==> config.mk <==
export PLATFORM = sky130hd
export DESIGN_NAME = fetch_control_flat
export DESIGN_NICKNAME = d
export VERILOG_FILES = /design/src/rtl/fetch_control_if.sv /design/src/rtl/fetch_control.sv /design/src/flat_wrapper.sv
export SDC_FILE = /design/constraint.sdc
export NUM_CORES = 1
export LEC_CHECK = 0
export BUFFER_PORTS_ARGS = -buffer_cell sky130_fd_sc_hd__buf_2
export CAP_MARGIN = 15
export CORE_MARGIN = 5
export CORE_UTILIZATION = 25
export CTS_BUF_LIST = sky130_fd_sc_hd__clkbuf_16
export CTS_CLUSTER_SIZE = 16
export DETAILED_ROUTE_END_ITERATION = 10
export GPL_TIMING_DRIVEN = 0
export PLACE_DENSITY = 0.54
export REMOVE_ABC_BUFFERS = 1
export SLEW_MARGIN = 20
export SYNTH_ARGS = -nofsm -noshare
export SYNTH_HDL_FRONTEND = slang
export SYNTH_SLANG_ARGS = --single-unit
==> constraint.sdc <==
create_clock -name clk -period 6.1 [get_ports clk]
set_input_delay 0.305 -clock clk [delete_from_list [all_inputs] [get_ports clk]]
set_output_delay 0.305 -clock clk [all_outputs]
set_load 0.01 [all_outputs]
==> src/rtl/fetch_control_if.sv <==
// Fetch / ID-stage signal bundle. fetch_control takes the master side (it
// steers fetch); the fetch stage and the execute-side environment take the slave side.
interface fetch_control_if #(
    parameter int WIDTH = 32'd16
);
    logic [WIDTH-1:0] PC;
    logic [WIDTH-1:0] Instruction;
    logic             Zero;
    logic             exReady;
    logic             BranchTK;
    logic             IncreaseTK;
    logic [WIDTH-1:0] Broffset;
    logic [WIDTH-1:0] idInstr;
    logic [WIDTH-1:0] idPC;
    logic             idValid;

    modport master (
        input  PC, Instruction, Zero, exReady,
        output BranchTK, IncreaseTK, Broffset, idInstr, idPC, idValid
    );

    modport slave (
        output PC, Instruction, Zero, exReady,
        input  BranchTK, IncreaseTK, Broffset, idInstr, idPC, idValid
    );
endinterface

==> src/rtl/fetch_control.sv <==
// IF/ID pipeline register plus branch resolution and MUL / back-pressure
// stalling that steers the fetch stage's PC register.
module fetch_control #(
    parameter int WIDTH      = 32'd16,
    parameter int MUL_CYCLES = 32'd3
) (
    input  logic           clk,
    input  logic           nReset,
    fetch_control_if.master bus
);
    localparam int CNT_W = $clog2(MUL_CYCLES) + 32'd1;
    localparam logic [CNT_W-1:0] CNT_ONE  = CNT_W'(1);
    localparam logic [CNT_W-1:0] CNT_ZERO = CNT_W'(0);
    localparam logic [CNT_W-1:0] CNT_LOAD = CNT_W'(MUL_CYCLES - 1);
    localparam logic [3:0] OP_JMP = 4'hD;
    localparam logic [3:0] OP_BZ  = 4'hC;
    localparam logic [3:0] OP_MUL = 4'hB;
    localparam logic [WIDTH-1:0] WORD_ZERO = {WIDTH{1'b0}};
    localparam logic [WIDTH-1:0] PC_STEP   = {{(WIDTH-2){1'b0}}, 2'b10};

    typedef enum logic {
        RUN   = 1'b0,
        STALL = 1'b1
    } state_t;

    state_t           state_r;
    logic [CNT_W-1:0] cnt_r;
    logic [WIDTH-1:0] id_instr_r;
    logic [WIDTH-1:0] id_pc_r;
    logic             id_valid_r;

    logic [3:0]       opcode_s;
    logic [WIDTH-1:0] offset_s;
    logic [WIDTH-1:0] target_s;
    logic             taken_s;
    logic             is_mul_s;
    logic             branch_s;
    logic             increase_s;

    // Decode the ID slot: opcode, word offset and absolute branch target.
    always_comb begin
        opcode_s = id_instr_r[WIDTH-1 -: 4];
        if (opcode_s == OP_JMP) begin
            offset_s = {{(WIDTH-12){id_instr_r[11]}}, id_instr_r[11:0]};
        end else begin
            offset_s = {{(WIDTH-8){id_instr_r[7]}}, id_instr_r[7:0]};
        end
        target_s = id_pc_r + PC_STEP + {offset_s[WIDTH-2:0], 1'b0};
        taken_s  = id_valid_r && bus.exReady &&
                   ((opcode_s == OP_JMP) || ((opcode_s == OP_BZ) && bus.Zero));
        is_mul_s = id_valid_r && (opcode_s == OP_MUL);
    end

    // Fetch steering; both controls are forced low while reset is held.
    always_comb begin
        branch_s   = 1'b0;
        increase_s = 1'b0;
        if (!nReset) begin
            branch_s   = 1'b0;
            increase_s = 1'b0;
        end else begin
            case (state_r)
                RUN: begin
                    if (!bus.exReady) begin
                        branch_s   = 1'b0;
                        increase_s = 1'b0;
                    end else if (taken_s) begin
                        branch_s   = 1'b1;
                        increase_s = 1'b0;
                    end else if (is_mul_s) begin
                        branch_s   = 1'b0;
                        increase_s = 1'b0;
                    end else begin
                        branch_s   = 1'b0;
                        increase_s = 1'b1;
                    end
                end
                STALL: begin
                    branch_s   = 1'b0;
                    increase_s = (cnt_r == CNT_ONE) && bus.exReady;
                end
                default: begin
                    branch_s   = 1'b0;
                    increase_s = 1'b0;
                end
            endcase
        end
    end

    // IF/ID register and RUN/STALL sequencing; bubbles keep the last idPC.
    always_ff @(posedge clk or negedge nReset) begin
        if (!nReset) begin
            state_r    <= RUN;
            cnt_r      <= CNT_ZERO;
            id_instr_r <= WORD_ZERO;
            id_pc_r    <= WORD_ZERO;
            id_valid_r <= 1'b0;
        end else begin
            case (state_r)
                RUN: begin
                    if (!bus.exReady) begin
                        state_r <= RUN;
                    end else if (taken_s) begin
                        id_instr_r <= WORD_ZERO;
                        id_valid_r <= 1'b0;
                    end else if (is_mul_s) begin
                        id_instr_r <= WORD_ZERO;
                        id_valid_r <= 1'b0;
                        cnt_r      <= CNT_LOAD;
                        state_r    <= STALL;
                    end else begin
                        id_instr_r <= bus.Instruction;
                        id_pc_r    <= bus.PC;
                        id_valid_r <= 1'b1;
                    end
                end
                STALL: begin
                    // The countdown ignores exReady; only the final release waits on it.
                    if (cnt_r > CNT_ONE) begin
                        cnt_r <= cnt_r - CNT_ONE;
                    end else if (bus.exReady) begin
                        id_instr_r <= bus.Instruction;
                        id_pc_r    <= bus.PC;
                        id_valid_r <= 1'b1;
                        cnt_r      <= CNT_ZERO;
                        state_r    <= RUN;
                    end else begin
                        cnt_r <= CNT_ONE;
                    end
                end
                default: begin
                    state_r <= RUN;
                    cnt_r   <= CNT_ZERO;
                end
            endcase
        end
    end

    assign bus.BranchTK   = branch_s;
    assign bus.IncreaseTK = increase_s;
    assign bus.Broffset   = target_s;
    assign bus.idInstr    = id_instr_r;
    assign bus.idPC       = id_pc_r;
    assign bus.idValid    = id_valid_r;
endmodule
==> src/flat_wrapper.sv <==
// flat-port wrapper written by rule: the top's interface ports become plain ports
module fetch_control_flat 
#(
    parameter int WIDTH      = 32'd16,
    parameter int MUL_CYCLES = 32'd3
)
  (clk, nReset, bus_PC, bus_Instruction, bus_Zero, bus_exReady, bus_BranchTK, bus_IncreaseTK, bus_Broffset, bus_idInstr, bus_idPC, bus_idValid);
  fetch_control_if #(.WIDTH(WIDTH)) bus_i ();
  input  logic clk;
  input  logic nReset;
  input wire logic [$bits(bus_i.PC)-1:0] bus_PC;
  input wire logic [$bits(bus_i.Instruction)-1:0] bus_Instruction;
  input wire logic [$bits(bus_i.Zero)-1:0] bus_Zero;
  input wire logic [$bits(bus_i.exReady)-1:0] bus_exReady;
  output wire logic [$bits(bus_i.BranchTK)-1:0] bus_BranchTK;
  output wire logic [$bits(bus_i.IncreaseTK)-1:0] bus_IncreaseTK;
  output wire logic [$bits(bus_i.Broffset)-1:0] bus_Broffset;
  output wire logic [$bits(bus_i.idInstr)-1:0] bus_idInstr;
  output wire logic [$bits(bus_i.idPC)-1:0] bus_idPC;
  output wire logic [$bits(bus_i.idValid)-1:0] bus_idValid;
  assign bus_i.PC = bus_PC;
  assign bus_i.Instruction = bus_Instruction;
  assign bus_i.Zero = bus_Zero;
  assign bus_i.exReady = bus_exReady;
  assign bus_BranchTK = bus_i.BranchTK;
  assign bus_IncreaseTK = bus_i.IncreaseTK;
  assign bus_Broffset = bus_i.Broffset;
  assign bus_idInstr = bus_i.idInstr;
  assign bus_idPC = bus_i.idPC;
  assign bus_idValid = bus_i.idValid;
  fetch_control #(.WIDTH(WIDTH), .MUL_CYCLES(MUL_CYCLES)) u_core (.clk(clk), .nReset(nReset), .bus(bus_i));
endmodule
After elaboration in Yosys (flattened, before gate mapping)
Cells that the tools add are included.
{"block": "word_totals", "regBits": 37, "latch_bits": 0, "ramBits": 0, "mem_bits_ro": 0, "inputBits": 36, "out_inout_bits": 51, "wordCells": 67, "mem_count": 0}
{"block": "classes", "n_addsub": 3, "mul": 0, "n_div": 0, "magnitude_cmp": 1, "eq_ne": 10, "n_shift": 0, "n_mux": 38, "bitwise": 1, "reduce_logical": 9}
{"op": "$mux W16", "n": 10}
{"op": "$pmux W16 S2", "n": 2}
{"op": "$add A16 B16 Y16", "n": 1}
{"op": "$add A16 B2 Y16 const B", "n": 1}
{"op": "$mux W1", "n": 16}
{"op": "$mux W15", "n": 1}
{"op": "$eq A4 B4 Y1 const B", "n": 3}
{"op": "$mux W3", "n": 4}
{"op": "$ne A2 B2 Y1 const B", "n": 5}
{"op": "$pmux W1 S2", "n": 4}
{"op": "$pmux W3 S2", "n": 1}
{"op": "$reduce_and A3 Y1", "n": 2}
{"op": "$logic_and A1 B1 Y1", "n": 5}
{"op": "$reduce_and A5 Y1", "n": 1}
{"op": "$eq A3 B1 Y1 const B", "n": 1}
{"op": "$gt A3 B1 Y1 const B", "n": 1}
{"op": "$sub A3 B1 Y3 const B", "n": 1}
{"op": "$ne A2 B1 Y1 const B", "n": 1}
{"op": "$logic_or A1 B1 Y1", "n": 1}
{"op": "$not A1 Y1", "n": 1}

Depth between registers and ports, before layout
Gate-level depths: netlist of run 1.
{"block": "logic_depth", "depth_word": 8, "ltp_mapped": 11, "mapped_depth_nobuf": 10}

Worst setup path before layout of run 1
Ideal clock, no wire load.
{"block": "synth_timing", "path_type": "register to output", "from": "reg u_core.id_instr_r[13] (netlist: u_core.bus.idInstr[13])", "to": "out bus_Broffset[14]", "arrival_ns": 2.384, "required_ns": 5.795, "slack_ns": 3.411, "stages_incl_launch_ff": 11, "path_buffers": 1, "cell_sequence": "dfrtp_1 > nand4b_1 > and2_1 > a41o_1 > ha_1 > ha_1 > clkbuf_1 > a21oi_1 > o21ai_0 > o21bai_1 > xor2_1"}
{"block": "synth_between", "elab_chain_len": 3}
{"item": "start: declaration", "line_no": "fetch_control.sv:28", "text": "logic [WIDTH-1:0] id_instr_r;"}
{"item": "start signal: assignment", "line_no": "fetch_control.sv:112", "text": "id_instr_r <= bus.Instruction;"}
{"item": "start signal: assignment", "line_no": "fetch_control.sv:122", "text": "id_instr_r <= bus.Instruction;"}
{"item": "$eq A4 B4 Y1", "line_no": "fetch_control.sv:43", "text": "if (opcode_s == OP_JMP) begin"}
{"item": "$mux W15", "line_no": "fetch_control.sv:43"}
{"item": "$add A16 B16 Y16", "line_no": "fetch_control.sv:48", "text": "target_s = id_pc_r + PC_STEP + {offset_s[WIDTH-2:0], 1'b0};"}
{"item": "end: declaration", "line_no": "flat_wrapper.sv:17", "text": "output wire logic [$bits(bus_i.Broffset)-1:0] bus_Broffset;"}
Every way passes these cells.

Final worst setup path of run 1
{"block": "layout_timing", "from": "reg u_core.id_instr_r[12] (netlist: u_core.bus.idInstr[12])", "to": "out bus_Broffset[13]"}
Same word-level chain as after synthesis.

==> reports/results.ini, run 1 <==
[run_status]
outcome=complete, no violations

[worst_setup_path]
worst_setup_path_start_kind=register
path_common_cell=ha_1
cp_max_fo=8
critPathRequiredTime_ns=5.79
slowest_delay_ns=0.48
path_cells=nand4b_1, and2_1, a41o_1, ha_1, ha_1, nand2_1, o21ai_0, nor3_1, nand4bb_1, buf_2
critical_path_class=register to output pin
crit_path_end_kind=output pin
slowest_stage=dfrtp_1
arrival_ns=3.04

[power]
p_clk_share_pct=16.7
internal_power_w=0.00100
p_leak_nw=1.62
swShare_pct=42.5
irDropWorstVdd_mv=0.246
power_density_mw_per_mm2=549
p_switching_w=0.000740
p_seq_share_pct=23.0
pwr-share-comb_pct=60.3

[routing]
drc_errors=0
routed_via_density=4.47
via_count=1978
drt_iter0_drc=72
wire_per_inst_um=13.9
wl_um=6150
antenna_left=0
first_pass_iters=4

[place]
dp_hpwl_um=4890
gp_congestion=0.729
numPortBuffers=86

[sta]
tightest_slew_ns=0.872
tns_ns=0
final-setup-viol-count=0
hold_slack_ns=0.145
fin_crit_ns=3.35
fmax_mhz=299
slew_viol_final=0
maxSlewHeadroom_pct=41.8
fin_crit_sh_pct=54.8
rsz0062_at_grt=false
hold_viol_final=0
clock_skew_ns=0.00515

[finish]
multi_input_area_sq_mm=0.00142
syn_to_final_growth_pct=29.2
finalNetCount=375
num_antenna_cells=0
final.fill_count=1023
final_core_util_pct=32.7
drive_gt1_share_pct=38.1
seq_area_sq_um=926

[logic_synthesis]
seq_area_frac_synth_pct=37.8
netlist_area_sq_mm=0.00245
postSynthAreaPerCell_sq_um=10.9
ys_warn_count=0
ys_ff_latch=37
async_flop_share_pct=100
ys.flop_type=dfrtp_1
synth_edf_count=0
synth_cells=225
synth.distinct_cells=45

[die]
num_rows=36
dieArea_sq_mm=0.0119
die_y_um=109
initial_core_util_pct=25.3
io_pins=87
coreArea_sq_mm=0.00968
fp.dieW_um=109

[grt]
antenna_found_initial=0
grt_use_met3_pct=2.96
grt_first_pass_wirelength_um=9900
first_global_vias=1981
overflow=0
grt_usage_pct=10.7
met1_usage_pct=14.7
grt_max_degree=40
grtUsageMet2_pct=16.7
grt-busiest-layer=met2

[clock_network]
postCtsSetupBuffers=0
cts_tree=yes
cts_hold_buf=0
cts.reportedPaths.clkPinSlew_ns=0.06
h-tree-depth=2
clk-insertion-delay-late_ns=0.28
numCtsBuffers=5
cts_resized=0
cts_root_buffer=clkbuf_16
clock_sinks=37
cts_buffer_depth=2

[run]
cap_viol_max_count=0

[hold_path]
hp-class=input pin to asynchronous set/reset pin

path summary, 6_finish.rpt:
| path | from | endpoint | slack [ns] | cells past startpoint |
|---|---|---|---|---|
| setup / recovery | u_core.bus.idInstr[12] | bus_Broffset[13] | 2.75 | 10 |
| setup reg to reg | u_core.cnt_r[1] | u_core.bus.idPC[8] | 3.46 | 8 |
| max in group asynchronous | nReset | u_core.bus.idPC[2] | 5.41 | 1 |
| min in group clk | bus_Instruction[7] | u_core.bus.idInstr[7] | 0.24 | 2 |
| hold reg to reg | u_core.bus.idInstr[0] | u_core.bus.idInstr[0] | 0.53 | 1 |
| hold / removal | nReset | u_core.bus.idPC[12] | 0.15 | 1 |
cells in the mapped netlist, types with 3 or more instances:
library cell | instances | area (sq um)
ha_1 | 29 | 363
a21oi_1 | 13 | 65.1
o21ai_0 | 13 | 65.1
nand2_1 | 10 | 37.5
xor2_1 | 4 | 35.0
a41o_1 | 3 | 30.0
a21o_1 | 4 | 30.0
nand2b_1 | 4 | 25.0
mux2_2 | 4 | 45.0
inv_1 | 9 | 33.8
xnor2_1 | 7 | 61.3
nor3_1 | 3 | 15.0
dfrtp_1 | 37 | 926
mux2_4 | 13 | 195
a22o_1 | 16 | 140
nor2_1 | 13 | 48.8
nor2b_1 | 3 | 18.8
clkbuf_1 | 5 | 18.8
nand4_1 | 3 | 18.8
power by group through the flow:
stage	sequential [W]	clock, W	combinational (W)
after global placement	0.000404	0	0.00105
after detailed placement	0.000408	0	0.00107
after global routing	0.000417	0.000312	0.00118
after floorplan	0.000418	0	0.000680
after CTS	0.000404	0.000302	0.00107
final	0.000400	0.000291	0.00105
per-stage QoR:
step	instance area (sq um)	total power [W]	setup slack, ns	cells
after detailed placement	3000	0.00147	3.02	435
after global routing	3170	0.00191	2.57	443
after global placement	2980	0.00146	2.74	434
after CTS	3170	0.00178	2.71	443
after floorplan	2380	0.00110	3.42	215
final	3170	0.00174	2.75	443
sequential cells by signal, indices dropped and copies added, names as in the netlist:
signal              cells
u_core.bus.idInstr     16
u_core.bus.idValid      1
u_core.bus.idPC        16
u_core.state_r          1
u_core.cnt_r            3
worst max-delay path: cells and delay by family, from the launching register on:
kind,cells,cell delay (ns)
AO/OA/AOI/OAI,2,0.69
adder cells (fa/ha/maj),2,0.66
buffers and inverters,1,0.15
flip-flops,1,0.48
AND/OR/NAND/NOR,5,0.79
per-layer routing:
layer	share of wire [%]	routed length [um]
met1	48	2980
met2	44	2720
met3	6.8	421
met4	0.58	36
met5	0	0
cells in the final DEF, fill, tap and decap left out, drive strengths merged, types with 2 or more instances in the layout:
cell,Yosys,routed
o21ai,14,14
a31oi,2,2
nand3,2,2
mux2,17,17
xnor2,7,7
o21ba,2,2
buf,5,87
nor2,13,13
nand2b,4,4
nand2,12,12
and4bb,2,2
o22ai,2,2
a22o,16,16
a41o,3,3
a21o,4,4
a21oi,13,13
clkbuf,5,5
nor3,3,3
dfrtp,37,37
nand4,3,3
inv,9,9
nor2b,3,3
ha,29,29
xor2,4,4
kinds of logic after synthesis:
family / count (synthesis) / share of synthesized area (%)
buf+inv: 19 / 4.39
compound gates: 61 / 17.2
fa+ha+maj: 30 / 15.6
xor+xnor: 11 / 3.93
flops: 37 / 37.8
mux: 18 / 10.2
simple gates: 49 / 10.9
area by class of cell:
type	instances	area share, %
multi-input cells	169	44.8
flip-flops and latches	37	29.2
repair buffers	87	14.4
well taps	133	5.25
clock buffers	5	3.95
clock inverters	3	1.30
inverters	9	1.07
No activity file was read; power rests on OpenSTA's default activity.
==> run 2: changes to the inputs <==
PLACE_DENSITY = 0.55   (was 0.54)
clock period = 2.9 ns   (was 6.1 ns; I/O delays follow)
==> run 2 against run 1 <==
The flow now finishes with violations (hold timing). Power is 130% higher. Count of clock-buffer cells in the layout stayed put. Via count is 1.5% higher. Critical path depth stayed put. Non-clock buffer count is 9 higher. Critical path type unchanged. Critical endpoint unchanged. Largest power group unchanged.
==> reports/results.ini, run 2 (synthesis gave the netlist of run 1 again) <==
[routing]
wire_per_inst_um=14.1
first_pass_iters=4
via_count=2007
drt_iter0_drc=61
drc_errors=0
routed_via_density=4.44
antenna_left=0
wl_um=6380

[finish]
final_common_cell=buf_2
num_antenna_cells=0
final.fill_count=997
layout_common_cells=buf_2 (86), dfrtp_1 (35), ha_1 (22), a22o_1 (16)
stdcell_count=452
final_core_util_pct=34.9
finalNetCount=384
syn_to_final_growth_pct=37.7
drive_gt1_share_pct=46.4
fin_area_sq_mm=0.00338

[sta]
fmax_mhz=359
clock_skew_ns=0.00295
hold_slack_ns=-0.0106
fin_crit_ns=2.78
final-setup-viol-count=0
tightest_slew_ns=0.886
fin_crit_sh_pct=96.0
maxSlewHeadroom_pct=40.9
rsz0062_at_grt=false
hold_viol_final=9
slew_viol_final=0

[place]
dp_hpwl_um=4870
dp.cells=435
gp_congestion=0.715
numPortBuffers=86
place_area_sq_mm=0.00300

[run]
cap_viol_max_count=0

[die]
die_y_um=109
io_pins=87
coreArea_sq_mm=0.00968
dieArea_sq_mm=0.0119
fp.dieW_um=109
num_rows=36
initial_core_util_pct=25.3

[worst_setup_path]
arrival_ns=2.64
path_cells=nand4b_1, and2_4, a41o_1, ha_1, ha_4, nand4_1, a21oi_4, nor3_1, nand4bb_1, buf_2
critical_path_class=register to output pin
r2r_end=u_core.bus.idPC[8]
slowest_stage=dfrtp_1
reg2reg_depth=8
cp_max_fo=5
worst_setup_path_start_kind=register
critPathRequiredTime_ns=2.76
reg2reg_slack_ns=0.27
slowest_delay_ns=0.39
r2r-start=u_core.cnt_r[1]
crit_path_end_kind=output pin

[power]
power_density_mw_per_mm2=1180
p_leak_nw=1.66
finalPower_w=0.00399
irDropWorstVdd_mv=0.668

[clock_network]
clock_sinks=37
cts_root_buffer=clkbuf_16
clk-insertion-delay-late_ns=0.27
cts_buffer_depth=2
numCtsBuffers=5
cts_tree=yes
cts.reportedPaths.clkPinSlew_ns=0.06
h-tree-depth=2

[grt]
antenna_found_initial=0
overflow=0
grt_max_degree=40
first_global_vias=2052
grt_first_pass_wirelength_um=10100
grt_usage_pct=10.8

[run_status]
outcome=complete, but fails checks
violations=hold timing

[hold_path]
hp-class=input pin to asynchronous set/reset pin

## run 2: worst max-delay path by stage
stage / startpoint / end / cells after the start
3_5_place_dp: u_core.bus.idInstr[12] / bus_Broffset[13] / 10
3_3_place_gp: u_core.cnt_r[1] / u_core.bus.idPC[8] / 7
6_report: u_core.bus.idInstr[13] / bus_Broffset[13] / 10
4_1_cts: u_core.bus.idInstr[13] / bus_Broffset[13] / 10
2_1_floorplan: u_core.cnt_r[1] / u_core.bus.idPC[15] / 7
5_1_grt: u_core.bus.idInstr[13] / bus_Broffset[15] / 11
## run 2: repair_timing
action                                  in CTS  in global routing
hold buffers                                 0                  0
pin swaps                                    1                  8
gates cloned                                 0                  0
setup buffers                                4                  5
endpoints found under the setup margin       5                  6
resized for setup                           15                 14
## run 2: worst max-delay path, delay by kind of cell (launching register included)
| kind | cells | cell delay [ns] |
|---|---|---|
| buffers and inverters | 1 | 0.15 |
| flip-flops | 1 | 0.39 |
| AO/OA/AOI/OAI | 2 | 0.40 |
| AND/OR/NAND/NOR | 5 | 0.81 |
| adder cells (fa/ha/maj) | 2 | 0.61 |
## run 2: metal layers
layer | up-vias | track usage (%) | share of wire (%)
met5 | - | 0 | 0
met1 | 927 | 14.4 | 47
met2 | 63 | 17.2 | 44
met4 | 0 | 1.89 | 0.30
met3 | 2 | 3.49 | 8.2
li1 | 1015 | - | -
## run 2: area by class of cell
class                           count  area (sq um)  share of cell area (%)
Clock buffer                        5           125                    3.71
Clock inverter                      3          41.3                    1.22
Inverter                            9          33.8                    1.00
Multi-Input combinational cell    169          1560                    46.1
Sequential cell                    37           928                    27.5
Tap cell                          133           166                    4.93
Timing Repair Buffer               96           526                    15.6
## run 2: power by group
part           switching [W]  internal [W]  leakage (nW)
Combinational        0.00129       0.00125          1.14
Clock               0.000206      0.000402        0.0775
Sequential          0.000162      0.000676         0.442
Total                0.00166       0.00233          1.66
## run 2: through the flow
step	setup slack, ns	setup TNS (ns)
global route	0.00249	0
CTS	0.000725	0
finish	0.117	0
detailed placement	0.0361	0
floorplan	0.226	0
global placement	-0.429	-9.05
